**config.mk**
```make
export PLATFORM = sky130hd
export DESIGN_NAME = activation_lut_requester
export DESIGN_NICKNAME = d
export VERILOG_FILES = /design/src/rtl/activation_lut_requester.sv
export SDC_FILE = /design/constraint.sdc
export NUM_CORES = 1
export LEC_CHECK = 0
export BUFFER_PORTS_ARGS = -buffer_cell sky130_fd_sc_hd__buf_2
export CORE_MARGIN = 2
export CORE_UTILIZATION = 40
export DETAILED_ROUTE_END_ITERATION = 6
export PLACE_DENSITY = 0.57
export SYNTH_ARGS = -nofsm -noshare
export SYNTH_HDL_FRONTEND = slang
export SYNTH_SLANG_ARGS = --single-unit
```
**constraint.sdc**
```tcl
create_clock -name clk -period 2.1 [get_ports clk]
set_input_delay 0.21 -clock clk [delete_from_list [all_inputs] [get_ports clk]]
set_output_delay 0.21 -clock clk [all_outputs]
set_load 0.01 [all_outputs]
```
**src/rtl/activation_lut_requester.sv**
```systemverilog
`default_nettype none
// ============================================================================
// Module  : activation_lut_requester
// Brief   : Quantizes signed sums to activation-ROM addresses and re-emits
//           the ROM data as a credit-flow-controlled valid/ready stream.
// Revision: 1.0
// ============================================================================
module activation_lut_requester #(
  parameter int ACC_WIDTH  = 16,
  parameter int FRAC_SHIFT = 4,
  parameter int ADDR_WIDTH = 8,
  parameter int DATA_WIDTH = 8,
  parameter int FIFO_DEPTH = 4
) (
  input  logic                  clk,
  input  logic                  rst_n,
  input  logic                  in_valid,
  output logic                  in_ready,
  input  logic [ACC_WIDTH-1:0]  in_sum,
  input  logic                  in_last,
  output logic [ADDR_WIDTH-1:0] lut_addr,
  input  logic [DATA_WIDTH-1:0] lut_data,
  output logic                  out_valid,
  input  logic                  out_ready,
  output logic [DATA_WIDTH-1:0] out_data,
  output logic                  out_last,
  output logic                  out_sat
);

  localparam int PTR_W = (FIFO_DEPTH > 1) ? $clog2(FIFO_DEPTH) : 1;
  localparam int CNT_W = $clog2(FIFO_DEPTH + 1);
  localparam int OCC_W = $clog2(FIFO_DEPTH + 3);
  localparam int ENT_W = DATA_WIDTH + 2;
  localparam logic signed [ACC_WIDTH-1:0] Q_MAX = ACC_WIDTH'((1 << (ADDR_WIDTH - 1)) - 1);
  localparam logic signed [ACC_WIDTH-1:0] Q_MIN = ~Q_MAX;

  logic signed [ACC_WIDTH-1:0]  q;
  logic [ADDR_WIDTH-1:0]        qs;
  logic [ADDR_WIDTH-1:0]        addr;
  logic                         sat;
  logic                         fire;
  logic                         rst_done;
  logic                         v1, last1, sat1;
  logic                         v2, last2, sat2;
  logic [ENT_W-1:0]             mem [FIFO_DEPTH];
  logic [PTR_W-1:0]             wr_ptr, rd_ptr;
  logic [CNT_W-1:0]             count;
  logic [OCC_W-1:0]             occupancy;
  logic                         pop;

  // Quantize and saturate
  assign q = $signed(in_sum) >>> FRAC_SHIFT;

  always_comb begin
    qs  = q[ADDR_WIDTH-1:0];
    sat = 1'b0;
    if (q > Q_MAX) begin
      qs  = Q_MAX[ADDR_WIDTH-1:0];
      sat = 1'b1;
    end else if (q < Q_MIN) begin
      qs  = Q_MIN[ADDR_WIDTH-1:0];
      sat = 1'b1;
    end
  end

  // Offset binary: most negative code maps to address 0
  assign addr = {~qs[ADDR_WIDTH-1], qs[ADDR_WIDTH-2:0]};

  // Every accepted sum already owns a FIFO slot, so the pipeline never stalls
  assign occupancy = OCC_W'(count) + OCC_W'(v1) + OCC_W'(v2);
  assign in_ready  = rst_done & (occupancy < OCC_W'(FIFO_DEPTH));
  assign fire      = in_valid & in_ready;

  always_ff @(posedge clk or negedge rst_n) begin
    if (!rst_n) begin
      rst_done <= 1'b0;
      lut_addr <= '0;
      v1       <= 1'b0;
      last1    <= 1'b0;
      sat1     <= 1'b0;
      v2       <= 1'b0;
      last2    <= 1'b0;
      sat2     <= 1'b0;
    end else begin
      rst_done <= 1'b1;
      v1       <= fire;
      v2       <= v1;
      last2    <= last1;
      sat2     <= sat1;
      if (fire) begin
        lut_addr <= addr;
        last1    <= in_last;
        sat1     <= sat;
      end
    end
  end

  function automatic logic [PTR_W-1:0] ptr_inc(input logic [PTR_W-1:0] p);
    return (p == PTR_W'(FIFO_DEPTH - 1)) ? '0 : p + PTR_W'(1);
  endfunction

  assign out_valid = (count != '0);
  assign pop       = out_valid & out_ready;
  assign out_data  = mem[rd_ptr][ENT_W-1:2];
  assign out_last  = mem[rd_ptr][1];
  assign out_sat   = mem[rd_ptr][0];

  // v2 marks the cycle in which the ROM presents data for the stage-1 address
  always_ff @(posedge clk or negedge rst_n) begin
    if (!rst_n) begin
      wr_ptr <= '0;
      rd_ptr <= '0;
      count  <= '0;
      for (int i = 0; i < FIFO_DEPTH; i++) begin
        mem[i] <= '0;
      end
    end else begin
      if (v2) begin
        mem[wr_ptr] <= {lut_data, last2, sat2};
        wr_ptr      <= ptr_inc(wr_ptr);
      end
      if (pop) begin
        rd_ptr <= ptr_inc(rd_ptr);
      end
      case ({v2, pop})
        2'b10:   count <= count + CNT_W'(1);
        2'b01:   count <= count - CNT_W'(1);
        default: count <= count;
      endcase
    end
  end

endmodule
`default_nettype wire

```
==> results of run 1 <==
## state kept, by name, indices dropped and copies added (netlist names)
name	cells
last2	1
v1	1
wr_ptr	2
rd_ptr	2
count	3
sat1	1
sat2	1
mem	40
v2	1
last1	1
rst_done	1
lut_addr	8
## synth_stat cells, drive strengths merged
master and n:
clkbuf 3, a221oi 7, dfrtp 62, a21oi 1, mux2 50, o21ai 2, conb 1, o21a 1
mux4 10, fa 1, and3 3, nor2b 1, or4 1, ha 7, xor2 2, nor3 2
nor2 9, nand2 13, a31oi 1, or3 2, inv 9, a21o 2, xnor2 1, o211ai 1
buf 4, mux2i 2
## worst max-delay path by stage
stage                     startpoint       end  slack, ns  depth (start not counted)
after floorplan             count[1]  count[2]       0.24                          9
after global placement      count[0]  count[1]       0.20                          7
after detailed placement    count[0]  count[2]       0.19                          9
after CTS                   count[0]  in_ready       0.14                          5
after global routing        count[0]  count[2]       0.04                          9
final                       count[0]  in_ready       0.17                          5
## timing repair
| item | in CTS | in global routing |
|---|---|---|
| hold endpoints to repair | 20 | 0 |
| setup buffers | 0 | 0 |
| hold buffers | 1 | 0 |
## stage by stage
step | instance area (um^2) | power [mW] | setup slack [ns]
2_1_floorplan | 2830 | 3.34 | 0.241
3_3_place_gp | 3190 | 3.89 | 0.198
3_5_place_dp | 3190 | 3.94 | 0.186
4_1_cts | 3400 | 5.00 | 0.144
5_1_grt | 3400 | 5.27 | 0.0419
6_report | 3400 | 4.91 | 0.172
## power by group through the flow
stage                     Combinational (mW)  Sequential (mW)  Clock [mW]
after floorplan                         1.30             2.04           0
after global placement                  1.78             2.11           0
after detailed placement                1.82             2.12           0
after CTS                               1.83             2.10        1.08
after global routing                    1.97             2.17        1.14
final                                   1.78             2.09        1.04
## critical path, cell delays in order (launching register included)
cell and delay [ns]:
dfrtp_1 0.42, ha_1 0.28, a21o_1 0.17, and3_2 0.22, o21a_1 0.16, buf_2 0.13
## layout make-up
type	instances	area, um^2
Clock buffer	12	155
Clock inverter	4	45.0
Fill cell	642	3430
Inverter	9	33.8
Multi-Input combinational cell	120	1200
Sequential cell	62	1550
Tap cell	96	120
Timing Repair Buffer	52	295
## metal layers
layer | vias to the layer above | global-route usage, % | share of wire, %
met1 | 863 | 17.8 | 45
met3 | 10 | 4.90 | 5.4
li1 | 834 | - | -
met5 | - | 0 | 0
met4 | 0 | 7.02 | 1.9
met2 | 48 | 22.5 | 48
## cell families (layout without fill, tap and decap cells)
kind of cell               Yosys count  after routing
AOI/OAI and AO/OA                   15             15
xor gates and xnor gates             3              3
adders and majority gates            8              8
buffers and inverters               16             77
DFF                                 62             62
muxes                               62             62
other                                1              1
and+or+nand+nor                     31             31
==> impl_metrics.prom, run 1 <==
# TYPE chip_impl_metric gauge
chip_impl_metric{name="post_synth_and_or_nand_nor_area_fraction",unit="%"} 4.95
chip_impl_metric{name="p_comb_share",unit="%"} 36.3
chip_impl_info{name="critical_path.startpoint_type",value="flip-flop"} 1
chip_impl_metric{name="grt.total_usage",unit="%"} 14.3
chip_impl_metric{name="design.core.area",unit="um^2"} 6830
chip_impl_info{name="layout.cells.most_common",value="dfrtp_1"} 1
chip_impl_metric{name="cts-htree-levels",unit=""} 3
chip_impl_info{name="r2r_end",value="count[2]"} 1
chip_impl_metric{name="power_frac_seq",unit="%"} 42.6
chip_impl_metric{name="synth_area_per_cell",unit="um^2"} 14.3
chip_impl_info{name="min-delay-path-class",value="input pin to flip-flop"} 1
chip_impl_metric{name="grt_pass1_wl",unit="um"} 8140
chip_impl_info{name="timing.hold.worst.start",value="in_last"} 1
chip_impl_metric{name="whs_path_depth",unit=""} 2
chip_impl_metric{name="routedWlPerCell",unit="um"} 13.9
chip_impl_metric{name="finalNetCount",unit=""} 291
chip_impl_metric{name="cts-root-to-sink-buffers",unit=""} 2
chip_impl_metric{name="synth_compound_area_share",unit="%"} 4.16
chip_impl_metric{name="dieArea",unit="um^2"} 7760
chip_impl_info{name="timing.hold.worst_endpoint",value="last1"} 1
chip_impl_metric{name="floorplan.io_pins",unit=""} 49
chip_impl_metric{name="clkTransAtPathRegs",unit="ns"} 0.07
chip_impl_metric{name="top_fanout_value_on_the_critical_path",unit=""} 4
chip_impl_metric{name="drv_cap",unit=""} 0
chip_impl_metric{name="vdd_ir_drop_max",unit="mV"} 0.677
chip_impl_metric{name="syn_inst_count",unit=""} 198
chip_impl_metric{name="largest_net_degree_at_the_start_of_global_routing",unit=""} 23
chip_impl_metric{name="clock_power_share",unit="%"} 21.1
chip_impl_metric{name="p_sw_share",unit="%"} 29.9
chip_impl_metric{name="drt-initial-drc-count",unit=""} 52
chip_impl_metric{name="drc",unit=""} 0
chip_impl_info{name="synth_top_family_by_area",value="multiplexers"} 1
chip_impl_metric{name="synth.cell_area",unit="um^2"} 2830
chip_impl_metric{name="final_core_util",unit="%"} 49.8
chip_impl_metric{name="critical_path_arrival",unit="ns"} 1.72
chip_impl_metric{name="final_period_minus_worst_setup_slack",unit="ns"} 1.93
chip_impl_metric{name="tritoncts_buffers",unit=""} 9
chip_impl_metric{name="syn_nets",unit=""} 235
chip_impl_metric{name="worst-slew-pin-transition",unit="ns"} 0.542
chip_impl_metric{name="maximum_clock_skew_at_final_layout",unit="ns"} 0.00831
chip_impl_metric{name="die_w",unit="um"} 88.1
chip_impl_metric{name="antenna_violations_before_repair",unit=""} 0
chip_impl_metric{name="static-leakage-power",unit="nW"} 1.57
chip_impl_metric{name="p_int",unit="mW"} 3.44
chip_impl_info{name="synthDominantAreaCellType",value="dfrtp_1"} 1
chip_impl_info{name="critical_path_class",value="flip-flop to output port"} 1
chip_impl_metric{name="antenna-diode-count",unit=""} 0
chip_impl_metric{name="slew_headroom",unit="%"} 63.8
chip_impl_metric{name="rr_worst_depth",unit=""} 9
chip_impl_metric{name="drt_pre_antenna_iters",unit=""} 4
chip_impl_metric{name="post_synth_xor_area_fraction",unit="%"} 0.929
chip_impl_metric{name="layout-drive-gt1-share",unit="%"} 49.8
chip_impl_info{name="run_status",value="finished, final reports clean"} 1
chip_impl_metric{name="vias_per_cell",unit=""} 4.94
chip_impl_info{name="crit-reg2reg-launch",value="count[0]"} 1
chip_impl_metric{name="die-height",unit="um"} 88.1
chip_impl_info{name="grt_setup_unrepaired",value="false"} 1
chip_impl_metric{name="area_growth_syn_to_layout",unit="%"} 20.3
chip_impl_metric{name="post_layout_nonfiller_instances",unit=""} 355
chip_impl_metric{name="synthDistinctLibCells",unit=""} 29
chip_impl_metric{name="yosysWarnings",unit=""} 0
chip_impl_metric{name="first_global_vias",unit=""} 1713
chip_impl_metric{name="cp.required",unit="ns"} 1.89
chip_impl_info{name="final_cell_mix",value="62 x dfrtp_1, 50 x mux2_2, 44 x buf_2"} 1
chip_impl_metric{name="dpl.hpwl",unit="um"} 3410
chip_impl_metric{name="post_synthesis_sequential_area_ratio",unit="%"} 54.8
chip_impl_metric{name="final-max-slew-violation-count",unit=""} 0
chip_impl_metric{name="start_util",unit="%"} 41.4
chip_impl_info{name="cts_tree",value="done"} 1
chip_impl_metric{name="grt_overflow",unit=""} 0
chip_impl_metric{name="wirelength",unit="um"} 4940
chip_impl_metric{name="gp_congestion",unit=""} 0.712
chip_impl_metric{name="port_buffers",unit=""} 44
chip_impl_metric{name="power_per_cell_area",unit="nW/um^2"} 1440
chip_impl_metric{name="timing.setup.tns",unit="ns"} 0
chip_impl_metric{name="whs",unit="ns"} 0.102
chip_impl_metric{name="r2r_setup_slack",unit="ns"} 0.18
chip_impl_metric{name="cts_sinks",unit=""} 62
chip_impl_metric{name="fmaxAchievable",unit="MHz"} 519
chip_impl_metric{name="switching_power",unit="mW"} 1.47
chip_impl_metric{name="yosys_register_bits",unit=""} 62
chip_impl_metric{name="synth_largest_type_area_fraction",unit="%"} 54.8
chip_impl_metric{name="fin_crit_sh",unit="%"} 91.8
chip_impl_metric{name="worst_skew_pair.late_latency",unit="ns"} 0.34
chip_impl_metric{name="dp_cells",unit=""} 338
chip_impl_metric{name="drtAntennaViolNets",unit=""} 0
chip_impl_info{name="root_buffer",value="clkbuf_8"} 1
chip_impl_info{name="ys_top_cells_by_area",value="dfrtp_1 55%, mux2_2 20%, mux4_2 8.0%, ha_1 3.1%, a221oi_1 2.2%"} 1
chip_impl_metric{name="synthMuxAreaShare",unit="%"} 28.6
chip_impl_metric{name="number_of_cell_rows",unit=""} 30
chip_impl_metric{name="postCtsResizedCells",unit=""} 0
chip_impl_metric{name="synthAdderAreaFrac",unit="%"} 3.80
chip_impl_metric{name="finalSetupViolations",unit=""} 0
chip_impl_info{name="setup.worst_path.end_class",value="output port"} 1
chip_impl_metric{name="final-hold-violation-count",unit=""} 0
chip_impl_metric{name="routed-via-count",unit=""} 1755
Note: power is estimated with default switching activity, not from simulation.
==> inputs of run 2 (changes only) <==
- CORE_UTILIZATION: 40 -> 55
- PLACE_DENSITY: 0.57 -> 0.76
==> impl_metrics.prom, run 2 (synthesized netlist as in run 1, its figures left out) <==
# TYPE chip_impl_metric gauge
chip_impl_metric{name="cp.required",unit="ns"} 2.34
chip_impl_metric{name="critical_path.max_stage_delay",unit="ns"} 0.43
chip_impl_metric{name="final_period_minus_worst_setup_slack",unit="ns"} 1.94
chip_impl_metric{name="final-max-slew-violation-count",unit=""} 0
chip_impl_metric{name="cts-htree-levels",unit=""} 3
chip_impl_metric{name="top_fanout_value_on_the_critical_path",unit=""} 4
chip_impl_metric{name="start_util",unit="%"} 56.1
chip_impl_metric{name="port_buffers",unit=""} 44
chip_impl_metric{name="drt_pre_antenna_iters",unit=""} 4
chip_impl_metric{name="gp_congestion",unit=""} 0.706
chip_impl_info{name="final_cell_mix",value="62 x dfrtp_1, 50 x mux2_2, 44 x buf_2"} 1
chip_impl_info{name="crit-reg2reg-launch",value="count[1]"} 1
chip_impl_metric{name="number_of_cell_rows",unit=""} 26
chip_impl_info{name="timing.critical_path.mode_cell",value="inv_1"} 1
chip_impl_metric{name="drt-initial-drc-count",unit=""} 62
chip_impl_info{name="critical_path.startpoint_type",value="flip-flop"} 1
chip_impl_info{name="run_status",value="finished, final reports clean"} 1
chip_impl_metric{name="drtAntennaViolNets",unit=""} 0
chip_impl_metric{name="routedWlPerCell",unit="um"} 15.0
chip_impl_metric{name="finalNetCount",unit=""} 289
chip_impl_metric{name="final-hold-violation-count",unit=""} 0
chip_impl_info{name="crit_path_cell_trace",value="or3_1 > nand2_2 > inv_1 > ha_1 > inv_1 > fa_1 > mux2i_1"} 1
chip_impl_metric{name="fin_crit_sh",unit="%"} 92.3
chip_impl_metric{name="grt_overflow",unit=""} 0
chip_impl_metric{name="design.core.area",unit="um^2"} 5040
chip_impl_metric{name="worstPathBufferInverterCount",unit=""} 2
chip_impl_metric{name="worst-slew-pin-transition",unit="ns"} 0.713
chip_impl_metric{name="whs_path_depth",unit=""} 2
chip_impl_info{name="layout.cells.most_common",value="dfrtp_1"} 1
chip_impl_metric{name="timing.setup.tns",unit="ns"} 0
chip_impl_info{name="path_delay_family",value="adder cells"} 1
chip_impl_metric{name="layout-drive-gt1-share",unit="%"} 49.8
chip_impl_metric{name="tritoncts_buffers",unit=""} 9
chip_impl_metric{name="first_global_vias",unit=""} 1755
chip_impl_metric{name="dpl.hpwl",unit="um"} 3400
chip_impl_metric{name="vdd_ir_drop_max",unit="mV"} 0.635
chip_impl_info{name="regMostFlops",value="mem"} 1
chip_impl_metric{name="r2r_setup_slack",unit="ns"} 0.16
chip_impl_metric{name="clkTransAtPathRegs",unit="ns"} 0.06
chip_impl_info{name="root_buffer",value="clkbuf_8"} 1
chip_impl_info{name="critical_path_class",value="flip-flop to flip-flop"} 1
chip_impl_metric{name="grt_pass1_wl",unit="um"} 8020
chip_impl_metric{name="floorplan.io_pins",unit=""} 49
chip_impl_info{name="r2r_end",value="count[1]"} 1
chip_impl_info{name="timing.hold.worst.start",value="in_last"} 1
chip_impl_info{name="timing.hold.worst_endpoint",value="last1"} 1
chip_impl_info{name="worst_path_max_delay_cell",value="fa_1"} 1
chip_impl_metric{name="routed-via-count",unit=""} 1728
chip_impl_info{name="grt_setup_unrepaired",value="false"} 1
chip_impl_info{name="largest_registers",value="mem (40), lut_addr (8), count (3)"} 1
chip_impl_metric{name="drc",unit=""} 0
chip_impl_metric{name="largest_register_ff_count",unit=""} 40
chip_impl_metric{name="vias_per_cell",unit=""} 5.32
chip_impl_metric{name="wirelength",unit="um"} 4880
chip_impl_metric{name="die_w",unit="um"} 75.7
chip_impl_metric{name="drv_cap",unit=""} 0
chip_impl_metric{name="power_per_cell_area",unit="nW/um^2"} 1460
chip_impl_metric{name="grt.total_usage",unit="%"} 19.4
chip_impl_info{name="min-delay-path-class",value="input pin to flip-flop"} 1
chip_impl_metric{name="area_growth_syn_to_layout",unit="%"} 18.5
chip_impl_metric{name="critical_path_arrival",unit="ns"} 2.17
chip_impl_metric{name="die-height",unit="um"} 75.7
chip_impl_metric{name="largest_net_degree_at_the_start_of_global_routing",unit=""} 63
chip_impl_info{name="cts_tree",value="done"} 1
chip_impl_metric{name="rr_worst_depth",unit=""} 7
chip_impl_metric{name="worst_skew_pair.late_latency",unit="ns"} 0.32
chip_impl_info{name="setup.worst_path.end_class",value="flip-flop"} 1
chip_impl_metric{name="cts_sinks",unit=""} 62
chip_impl_metric{name="finalPower",unit="mW"} 4.89
chip_impl_metric{name="post-cts-setup-buffers",unit=""} 0
chip_impl_metric{name="slew_headroom",unit="%"} 52.1
chip_impl_metric{name="cts-root-to-sink-buffers",unit=""} 2
chip_impl_metric{name="antenna_violations_before_repair",unit=""} 0
chip_impl_metric{name="antenna-diode-count",unit=""} 0
chip_impl_metric{name="fmaxAchievable",unit="MHz"} 516
chip_impl_metric{name="maximum_clock_skew_at_final_layout",unit="ns"} 0.00574
chip_impl_metric{name="finalSetupViolations",unit=""} 0
chip_impl_metric{name="static-leakage-power",unit="nW"} 1.55
chip_impl_metric{name="dieArea",unit="um^2"} 5730
==> run 2: changes by cell type in the layout (fill, tap and decap cells not counted) <==
cell,change
bufinv_16,-1
buf_4,-2
clkinv_2,-3
nand2_1,-1
clkbuf_1,-1
nand2_2,+1
clkbuf_8,+3
==> run 2: metal layers <==
layer  wire length [um]  vias up  global-route usage, %  part of all wire (%)
met1               2060      852                   23.4                    42
met2               2510       50                   33.0                    51
met4                 65        0                   8.97                   1.3
met3                247        9                   4.50                   5.1
li1                   -      817                      -                     -
met5                  0        -                      0                     0
==> run 2: layout make-up <==
cell class / instances / area, um^2
Fill cell: 391 / 1690
Sequential cell: 62 / 1550
Multi-Input combinational cell: 120 / 1210
Timing Repair Buffer: 50 / 280
Clock buffer: 14 / 193
Tap cell: 70 / 87.6
Inverter: 9 / 33.8
==> run 2: power breakdown <==
part / internal (mW) / switching [mW]
clock network: 0.577 / 0.401
logic: 1.06 / 0.742
registers: 1.77 / 0.340
total: 3.40 / 1.48
==> run 2: how the worst max path moves through the flow <==
stage,start,to,slack [ns],cells after the start
floorplan,count[1],count[2],0.24,9
global placement,count[1],count[2],0.22,9
detailed placement,count[0],count[1],0.14,7
CTS,count[1],count[1],0.13,7
global route,count[1],count[1],0.005,7
finish,count[1],count[1],0.16,7
==> run 2: metrics by stage <==
stage | area, um^2 | utilization [%] | hold WS (ns) | instances | worst slack (ns)
2_1_floorplan | 2830 | - | -0.0856 | 198 | 0.241
3_3_place_gp | 3150 | 62.4 | 0.246 | 310 | 0.215
3_5_place_dp | 3150 | 62.4 | 0.246 | 310 | 0.135
4_1_cts | 3350 | 66.4 | 0.104 | 325 | 0.126
5_1_grt | 3350 | 66.5 | 0.101 | 325 | 0.00463
6_report | 3350 | 66.5 | 0.122 | 325 | 0.161
==> run 2: timing repair <==
item,in CTS,in global routing
endpoints found under the hold margin,62,0
setup endpoints to repair,0,1
hold buffers,1,0
gates resized for setup,0,1
==> inputs of run 3 (changes only) <==
- clock period: 2.1 -> 2.5 ns (I/O delays scaled with it)
==> impl_metrics.prom, run 3 (synthesized netlist as in run 1, its figures left out) <==
# TYPE chip_impl_metric gauge
chip_impl_metric{name="routed-via-count",unit=""} 1756
chip_impl_metric{name="start_util",unit="%"} 56.1
chip_impl_metric{name="n_fill_cell",unit=""} 392
chip_impl_metric{name="cts-root-to-sink-buffers",unit=""} 2
chip_impl_metric{name="final_core_util",unit="%"} 66.5
chip_impl_metric{name="critical_path_arrival",unit="ns"} 1.79
chip_impl_info{name="setup.worst_path.end_class",value="output port"} 1
chip_impl_metric{name="die_w",unit="um"} 75.7
chip_impl_metric{name="drt_pre_antenna_iters",unit=""} 4
chip_impl_metric{name="static-leakage-power",unit="nW"} 1.55
chip_impl_metric{name="cts_sinks",unit=""} 62
chip_impl_metric{name="stdcell_area",unit="um^2"} 3350
chip_impl_metric{name="dpl.hpwl",unit="um"} 3330
chip_impl_metric{name="die-height",unit="um"} 75.7
chip_impl_metric{name="final_worst_setup_slack",unit="ns"} 0.457
chip_impl_metric{name="layout.area.seq",unit="um^2"} 1550
chip_impl_info{name="critical_path.startpoint_type",value="flip-flop"} 1
chip_impl_info{name="root_buffer",value="clkbuf_8"} 1
chip_impl_metric{name="final-max-slew-violation-count",unit=""} 0
chip_impl_metric{name="whs",unit="ns"} 0.0755
chip_impl_metric{name="grt_overflow",unit=""} 0
chip_impl_metric{name="final_period_minus_worst_setup_slack",unit="ns"} 2.04
chip_impl_info{name="path_delay_family",value="flip-flops"} 1
chip_impl_metric{name="r2r_setup_slack",unit="ns"} 0.52
chip_impl_metric{name="drv_cap",unit=""} 0
chip_impl_metric{name="finalSetupViolations",unit=""} 0
chip_impl_metric{name="cp.required",unit="ns"} 2.25
chip_impl_metric{name="fin_crit_sh",unit="%"} 81.7
chip_impl_metric{name="antenna-diode-count",unit=""} 0
chip_impl_metric{name="tritoncts_buffers",unit=""} 9
chip_impl_metric{name="finalPower",unit="mW"} 4.24
chip_impl_metric{name="wirelength",unit="um"} 4720
chip_impl_info{name="critical_path_class",value="flip-flop to output port"} 1
chip_impl_metric{name="slew_headroom",unit="%"} 49.9
chip_impl_metric{name="floorplan.io_pins",unit=""} 49
chip_impl_metric{name="post_layout_nonfiller_instances",unit=""} 324
chip_impl_metric{name="drc",unit=""} 0
chip_impl_metric{name="port_buffers",unit=""} 44
chip_impl_metric{name="postCtsResizedCells",unit=""} 0
chip_impl_info{name="final_cell_mix",value="62 x dfrtp_1, 50 x mux2_2, 44 x buf_2"} 1
chip_impl_metric{name="power_per_cell_area",unit="nW/um^2"} 1260
chip_impl_metric{name="worst-slew-pin-transition",unit="ns"} 0.751
chip_impl_metric{name="antenna_violations_before_repair",unit=""} 0
chip_impl_metric{name="largest_register_ff_count",unit=""} 40
chip_impl_metric{name="dieArea",unit="um^2"} 5730
chip_impl_metric{name="vdd_ir_drop_max",unit="mV"} 0.615
chip_impl_info{name="layout.cells.most_common",value="dfrtp_1"} 1
chip_impl_metric{name="drt-initial-drc-count",unit=""} 51
chip_impl_info{name="cts_tree",value="done"} 1
chip_impl_metric{name="final-hold-violation-count",unit=""} 0
chip_impl_metric{name="area_growth_syn_to_layout",unit="%"} 18.5
chip_impl_info{name="worst_path_max_delay_cell",value="dfrtp_1"} 1
chip_impl_info{name="min-delay-path-class",value="input pin to asynchronous set/reset pin"} 1
chip_impl_metric{name="first_global_vias",unit=""} 1691
chip_impl_info{name="grt_setup_unrepaired",value="false"} 1
chip_impl_metric{name="maximum_clock_skew_at_final_layout",unit="ns"} 0.00761
chip_impl_info{name="crit_path_cell_trace",value="buf_4 > mux4_2 > buf_2"} 1
chip_impl_metric{name="drtAntennaViolNets",unit=""} 0
chip_impl_metric{name="grt_pass1_wl",unit="um"} 7600
chip_impl_metric{name="dp_cells",unit=""} 308
chip_impl_metric{name="layout-drive-gt1-share",unit="%"} 49.2
chip_impl_metric{name="fmaxAchievable",unit="MHz"} 490
chip_impl_metric{name="post-cts-setup-buffers",unit=""} 0
chip_impl_metric{name="number_of_cell_rows",unit=""} 26
chip_impl_metric{name="critical_path.max_stage_delay",unit="ns"} 0.53
chip_impl_info{name="run_status",value="finished, final reports clean"} 1
chip_impl_metric{name="timing.setup.tns",unit="ns"} 0
chip_impl_metric{name="worst_skew_pair.late_latency",unit="ns"} 0.33
chip_impl_metric{name="finalNetCount",unit=""} 286
chip_impl_metric{name="cts-htree-levels",unit=""} 3
chip_impl_metric{name="design.core.area",unit="um^2"} 5040
chip_impl_metric{name="multiInputGateArea",unit="um^2"} 1200
chip_impl_info{name="largest_registers",value="mem (40), lut_addr (8), count (3)"} 1
chip_impl_metric{name="gp_congestion",unit=""} 0.698
chip_impl_metric{name="largest_net_degree_at_the_start_of_global_routing",unit=""} 63
chip_impl_metric{name="post_dp_cell_area",unit="um^2"} 3120
chip_impl_info{name="regMostFlops",value="mem"} 1
chip_impl_metric{name="vias_per_cell",unit=""} 5.42
chip_impl_metric{name="clkTransAtPathRegs",unit="ns"} 0.06
chip_impl_metric{name="grt.total_usage",unit="%"} 18.5
chip_impl_metric{name="detailedPlace.worstSlack",unit="ns"} 0.518
chip_impl_metric{name="top_fanout_value_on_the_critical_path",unit=""} 7
chip_impl_metric{name="routedWlPerCell",unit="um"} 14.6
chip_impl_metric{name="cts_hold_buffers",unit=""} 0
chip_impl_metric{name="worstPathBufferInverterCount",unit=""} 2
==> run 3: changes by cell type in the layout (fill, tap and decap cells not counted) <==
cell	change
buf_4	-1
bufinv_16	+2
clkbuf_1	+1
clkinv_2	+1
buf_12	-1
dlygate4sd3_1	-1
nand2_1	+1
nand2_2	-1
clkbuf_8	-2
==> run 3: area by class of cell <==
cell class                      instances  share of cell area (%)
Sequential cell                        62                    46.3
Multi-Input combinational cell        120                    35.9
Timing Repair Buffer                   47                    7.24
Clock buffer                           13                    5.04
Tap cell                               70                    2.61
Clock inverter                          3                    1.94
Inverter                                9                    1.01
==> run 3: final timing paths <==
| path | start | endpoint | cells past startpoint |
|---|---|---|---|
| min in group clk | in_last | last1 | 2 |
| min | rst_n | mem[24] | 2 |
| max reg2reg | count[1] | count[2] | 9 |
| max in group asynchronous | rst_n | mem[38] | 2 |
| min reg2reg | last1 | last2 | 0 |
| max | rd_ptr[0] | out_data[7] | 3 |
==> run 3: layer usage <==
metal | wire, um | track usage, % | vias to the layer above
li1 | - | - | 830
met5 | 0 | 0 | -
met4 | 102 | 10.5 | 0
met1 | 2040 | 22.5 | 867
met2 | 2320 | 29.8 | 47
met3 | 247 | 5.16 | 12
==> run 3: report_power, final <==
part / internal, mW / switching [mW] / total [mW]
logic: 0.873 / 0.580 / 1.45
registers: 1.48 / 0.301 / 1.78
clock network: 0.642 / 0.362 / 1.00
total: 3.00 / 1.24 / 4.24
==> run 3: worst register-to-register path, delay by kind of cell, from the launching register on <==
family	cells	cell delay (ns)
xor+xnor	2	0.31
fa+ha+maj	2	0.39
buf+inv	2	0.14
flops	1	0.40
simple gates	3	0.62
